<file path="config.mk">
export PLATFORM = sky130hd
export DESIGN_NAME = param_counter_flat
export DESIGN_NICKNAME = d
export VERILOG_FILES = /design/src/rtl/param_counter_if.sv /design/src/rtl/param_counter.sv /design/src/flat_wrapper.sv
export SDC_FILE = /design/constraint.sdc
export NUM_CORES = 1
export LEC_CHECK = 0
export CAP_MARGIN = 40
export CELL_PAD_IN_SITES_DETAIL_PLACEMENT = 0
export CELL_PAD_IN_SITES_GLOBAL_PLACEMENT = 1
export CORE_ASPECT_RATIO = 1.1
export CORE_MARGIN = 2
export CORE_UTILIZATION = 35
export DETAILED_ROUTE_END_ITERATION = 8
export PLACE_DENSITY = 0.8
export SETUP_SLACK_MARGIN = 0.1
export SLEW_MARGIN = 20
export SYNTH_ARGS = -nofsm -noshare
export SYNTH_HDL_FRONTEND = slang
export SYNTH_SLANG_ARGS = --single-unit
</file>
<file path="constraint.sdc">
create_clock -name clk -period 2.3 [get_ports clk]
set_input_delay 0.23 -clock clk [delete_from_list [all_inputs] [get_ports clk]]
set_output_delay 0.23 -clock clk [all_outputs]
set_load 0.005 [all_outputs]
</file>
<file path="src/rtl/param_counter_if.sv">
// Control and status bundle for param_counter: the master drives the controls,
// and the counter (slave) returns count, tc and ovf.
interface param_counter_if #(
    parameter int unsigned WIDTH = 8
);
    logic             clr;
    logic             load;
    logic [WIDTH-1:0] load_val;
    logic             en;
    logic             up;
    logic             sat;
    logic [WIDTH-1:0] count;
    logic             tc;
    logic             ovf;

    modport master (
        output clr, load, load_val, en, up, sat,
        input  count, tc, ovf
    );

    modport slave (
        input  clr, load, load_val, en, up, sat,
        output count, tc, ovf
    );
endinterface

</file>
<file path="src/rtl/param_counter.sv">
// Up/down counter with programmable ceiling, wrap or saturate at the bounds,
// a one-cycle terminal-count pulse and a sticky overflow flag.
module param_counter #(
    parameter int unsigned      WIDTH   = 8,
    parameter logic [WIDTH-1:0] MAX_VAL = '1
) (
    input  logic            clk,
    input  logic            rst,
    param_counter_if.slave  bus
);

    logic             run_q;
    logic [WIDTH-1:0] count_q, count_d;
    logic             tc_q, tc_d;
    logic             ovf_q, ovf_d;
    logic             at_bound_c;
    logic [WIDTH-1:0] load_clamp_c;
    logic [WIDTH-1:0] step_c;
    logic [WIDTH-1:0] wrap_c;

    // Next-state: clr beats load beats en; updates held off until run_q arms.
    always_comb begin
        count_d      = count_q;
        tc_d         = 1'b0;
        ovf_d        = ovf_q;
        at_bound_c   = bus.up ? (count_q == MAX_VAL) : (count_q == '0);
        load_clamp_c = (bus.load_val > MAX_VAL) ? MAX_VAL : bus.load_val;
        step_c       = bus.up ? (count_q + WIDTH'(1)) : (count_q - WIDTH'(1));
        wrap_c       = bus.up ? '0 : MAX_VAL;

        if (run_q) begin
            if (bus.clr) begin
                count_d = '0;
                ovf_d   = 1'b0;
            end else if (bus.load) begin
                count_d = load_clamp_c;
            end else if (bus.en) begin
                if (at_bound_c) begin
                    tc_d  = 1'b1;
                    ovf_d = 1'b1;
                    if (!bus.sat) begin
                        count_d = wrap_c;
                    end
                end else begin
                    count_d = step_c;
                end
            end
        end
    end

    // run_q registers the release of rst so the first edge after it only arms the counter.
    always_ff @(posedge clk or negedge rst) begin
        if (!rst) begin
            run_q   <= 1'b0;
            count_q <= '0;
            tc_q    <= 1'b0;
            ovf_q   <= 1'b0;
        end else begin
            run_q   <= 1'b1;
            count_q <= count_d;
            tc_q    <= tc_d;
            ovf_q   <= ovf_d;
        end
    end

    assign bus.count = count_q;
    assign bus.tc    = tc_q;
    assign bus.ovf   = ovf_q;

endmodule

</file>
<file path="src/flat_wrapper.sv">
// flat-port wrapper written by rule: the top's interface ports become plain ports
module param_counter_flat 
#(
    parameter int unsigned      WIDTH   = 8,
    parameter logic [WIDTH-1:0] MAX_VAL = '1
)
  (clk, rst, bus_clr, bus_load, bus_load_val, bus_en, bus_up, bus_sat, bus_count, bus_tc, bus_ovf);
  param_counter_if #(.WIDTH(WIDTH)) bus_i ();
  input  logic clk;
  input  logic rst;
  input wire logic [$bits(bus_i.clr)-1:0] bus_clr;
  input wire logic [$bits(bus_i.load)-1:0] bus_load;
  input wire logic [$bits(bus_i.load_val)-1:0] bus_load_val;
  input wire logic [$bits(bus_i.en)-1:0] bus_en;
  input wire logic [$bits(bus_i.up)-1:0] bus_up;
  input wire logic [$bits(bus_i.sat)-1:0] bus_sat;
  output wire logic [$bits(bus_i.count)-1:0] bus_count;
  output wire logic [$bits(bus_i.tc)-1:0] bus_tc;
  output wire logic [$bits(bus_i.ovf)-1:0] bus_ovf;
  assign bus_i.clr = bus_clr;
  assign bus_i.load = bus_load;
  assign bus_i.load_val = bus_load_val;
  assign bus_i.en = bus_en;
  assign bus_i.up = bus_up;
  assign bus_i.sat = bus_sat;
  assign bus_count = bus_i.count;
  assign bus_tc = bus_i.tc;
  assign bus_ovf = bus_i.ovf;
  param_counter #(.WIDTH(WIDTH), .MAX_VAL(MAX_VAL)) u_core (.clk(clk), .rst(rst), .bus(bus_i));
endmodule
</file>
==> metrics.md <==
| Metric | Value |
|---|---|
| Outcome | finished, final reports clean |
| Non-Filler Instances | roughly 180 |
| Initial antenna violation count | 0 |
| Pre-antenna DRT Iters | 4 |
| Worst Skew | 0.973 ps |
| Clock share of power | 18.5% |
| Top-count cell post-synth | nand2_1 |
| Post-layout min period | ~1900 ps |
| Critical Path End Type | flip-flop |
| Post-synth top cells | 15 x nand2_1, 11 x dfrtp_1, 7 x a21oi_1 |
| Synth area leaders | dfrtp_1 28%, ha_1 7.5%, nand2_1 5.7%, a21oi_1 3.5%, nor2b_1 3.1% |
| Clk slew on worst S/H paths | roughly 70 ps |
| Comb pwr share | a little under half |
| Detail Route Antenna Nets | 0 |
| Final nets | between 150 and 200 |
| FF-to-FF path depth | 7 |
| Placement Cell Area | 1260 sq um |
| Area leader, netlist | dfrtp_1 |
| R2r startpoint | u_core.bus.count[0] |
| Grt total ovfl | 0 |
| Top_reg_cell synth | dfrtp_1 |
| Dpl cells | ~170 |
| CTS tree | built |
| Pwr dens | ~540 nW/um^2 |
| Leak pwr | 0.517 nW |
| Total CTS buffers | 3 |
| Row count | 20 |
| Top-area cell type share of the netlist area | between 20 and 30% |
| Post-CTS Setup Bufs | 0 |
| CTS max path bufs | 2 |
| Post_cts resized | 0 |
| Die X | about 55 um |
| H-tree depth | 1 |
| Max Slew Vio Count | 0 |
| Share of flip-flops with an asynchronous set or reset | between 90% and 100% |
| Sequential area share after synthesis | approximately 28% |
| I/O pin cnt | 25 |
| Switching power | between 200 and 300 uW |
| Global placement routability congestion | around 0.9 |
| Reg-to-Reg End | u_core.bus.count[6] |
| Dpl ws | about 130 ps |
| Via count | 965 |
| Max IR drop VDD | 0.000274 V |
| Core Area | 2730 sq um |
| Worst skew pair latency | ~260 ps |
| Final TNS setup | 0 ps |
| Final worst slack | around 400 ps |
| Residual DRC | 0 |
| GR Util All Layers | 17.1% |
| DR vias/cell | 5.45 |
| Number of enable flip-flop cells after synthesis | 0 |
| Routed WL per cell | 14.2 um |
| Iteration-0 DRC Markers | 12 |
| Slew @ Worst Pin | between 500 and 600 ps |
| Seq pwr share | between 30% and 40% |
| Critical path peak fanout | 7 |
| Net Sw Frac | between 30% and 40% |
| Root Buffer | clkbuf_4 |
| Slew headroom | roughly 65% |
| Synth cell types | between 40 and 50 |
| Cells after synthesis | ~120 |
| Die area | about 3300 sq um |
| Fillers | 277 |
| Max-cap viol count | 0 |
| First-pass GRT wire length | 4.05 mm |
| Buffers on Ports | 24 |
| Endpoints failing setup | 0 |
| # hold bufs at CTS | 0 |
| Sequential cell area | 275 sq um |
| Post-Route WL | 2.52 mm |
| Vias in the first global route | around 920 |
| Crit path DAT | around 2100 ps |
| Fin area | roughly 1300 sq um |
| R2R Setup Slk | about 400 ps |
| Startpoint types | flip-flop |
| Total power | between 700 and 800 uW |
| Crit Path Category | flip-flop to flip-flop |
| RSZ-0062 raised after global routing | no |
| Layout cells sized above 1 | 11.1% |
| Post-Syn Nets | 140 |
| Sinks on Clock Net | 11 |
| Util after Layout | a little under half |
| Post-synthesis register bit count | 11 |
| Area of the multi-input gates | roughly 660 sq um |
| Syn Area/Cell | roughly 8.4 sq um |
| Mapped Area | 995 sq um |
| Area Overhead vs Synth | 29.7% |
| Post-DP HPWL | approximately 2.0 mm |
| Yosys warning total | 0 |
| Antenna diodes | 0 |
| Min-delay worst type | primary input to async pin |
| Period utilisation layout | between 80 and 90% |
| Initial Util | a little over a third |
| Largest net degree at the start of global routing | 12 |
| Final hold viol count | 0 |
| Die height | roughly 60 um |
| Internal | roughly 450 uW |
| Worst EP required | 2480 ps |
| Fmax achieved | approximately 530 MHz |
| Fin Hold WS | ~310 ps |
-- registers in the layout (all words and copies together), names as in the netlist --
signal,cells
u_core.run_q,1
u_core.bus.ovf,1
u_core.bus.count,8
u_core.bus.tc,1
-- cell usage in the layout, fill, tap and decap left out, drive strengths merged, types with 4 or more instances in the layout --
| cell type | n |
|---|---|
| inv | 6 |
| nor3 | 5 |
| nand2 | 15 |
| nor2b | 5 |
| clkdlybuf4s50 | 24 |
| clkbuf | 4 |
| a21oi | 7 |
| o211ai | 4 |
| dfrtp | 11 |
| ha | 6 |
| o21ai | 7 |
| nor2 | 6 |
-- power by group through the flow --
| stage | Combinational, mW | Sequential [mW] | Clock [mW] |
|---|---|---|---|
| final | 0.317 | 0.256 | 0.130 |
| after global routing | 0.352 | 0.260 | 0.145 |
| after CTS | 0.320 | 0.256 | 0.136 |
| after detailed placement | 0.316 | 0.259 | 0 |
| after global placement | 0.313 | 0.261 | 0 |
| after floorplan | 0.207 | 0.249 | 0 |
-- worst max-delay path by stage --
stage | from | end | slack [ps] | cells after the start
final | u_core.bus.count[0] | u_core.bus.count[6] | 400 | 7
after global routing | bus_up | u_core.bus.count[7] | 300 | 8
after global placement | bus_up | u_core.bus.count[7] | 200 | 8
after CTS | u_core.bus.count[0] | u_core.bus.count[6] | 390 | 7
after detailed placement | bus_up | u_core.bus.count[7] | 130 | 8
after floorplan | u_core.bus.count[1] | u_core.bus.count[7] | 630 | 6
-- worst max-delay path, cell delays in order (launching register included) --
cell      delay (ps)
dfrtp_1          470
inv_1            100
fa_1             470
nand2b_1         180
a21oi_1          150
o22ai_1          120
xor2_1           160
o211ai_1         170
-- kinds of logic after synthesis --
family	count (synthesis)	synth area share, %
flops	11	27.7
buf+inv	11	5.78
compound gates	38	27.9
other cells	1	0.377
xor+xnor	5	4.40
fa+ha+maj	7	9.56
simple gates	45	24.3
-- cell type report --
class,instances,area share (%)
multi-input combinational,96,51.3
sequential,11,21.3
timing repair buffer,27,20.4
tap,33,3.20
clock buffer,4,2.04
inverter,6,1.75
-- layer usage --
layer | vias to the layer above | global-route usage (%) | part of all wire, %
met2 | 16 | 29.4 | 50
met3 | 2 | 1.50 | 3.4
met4 | 0 | 6.43 | 0.44
met5 | - | 0 | 0
li1 | 490 | - | -
met1 | 457 | 21.7 | 46
No activity file was read; power rests on OpenSTA's default activity.
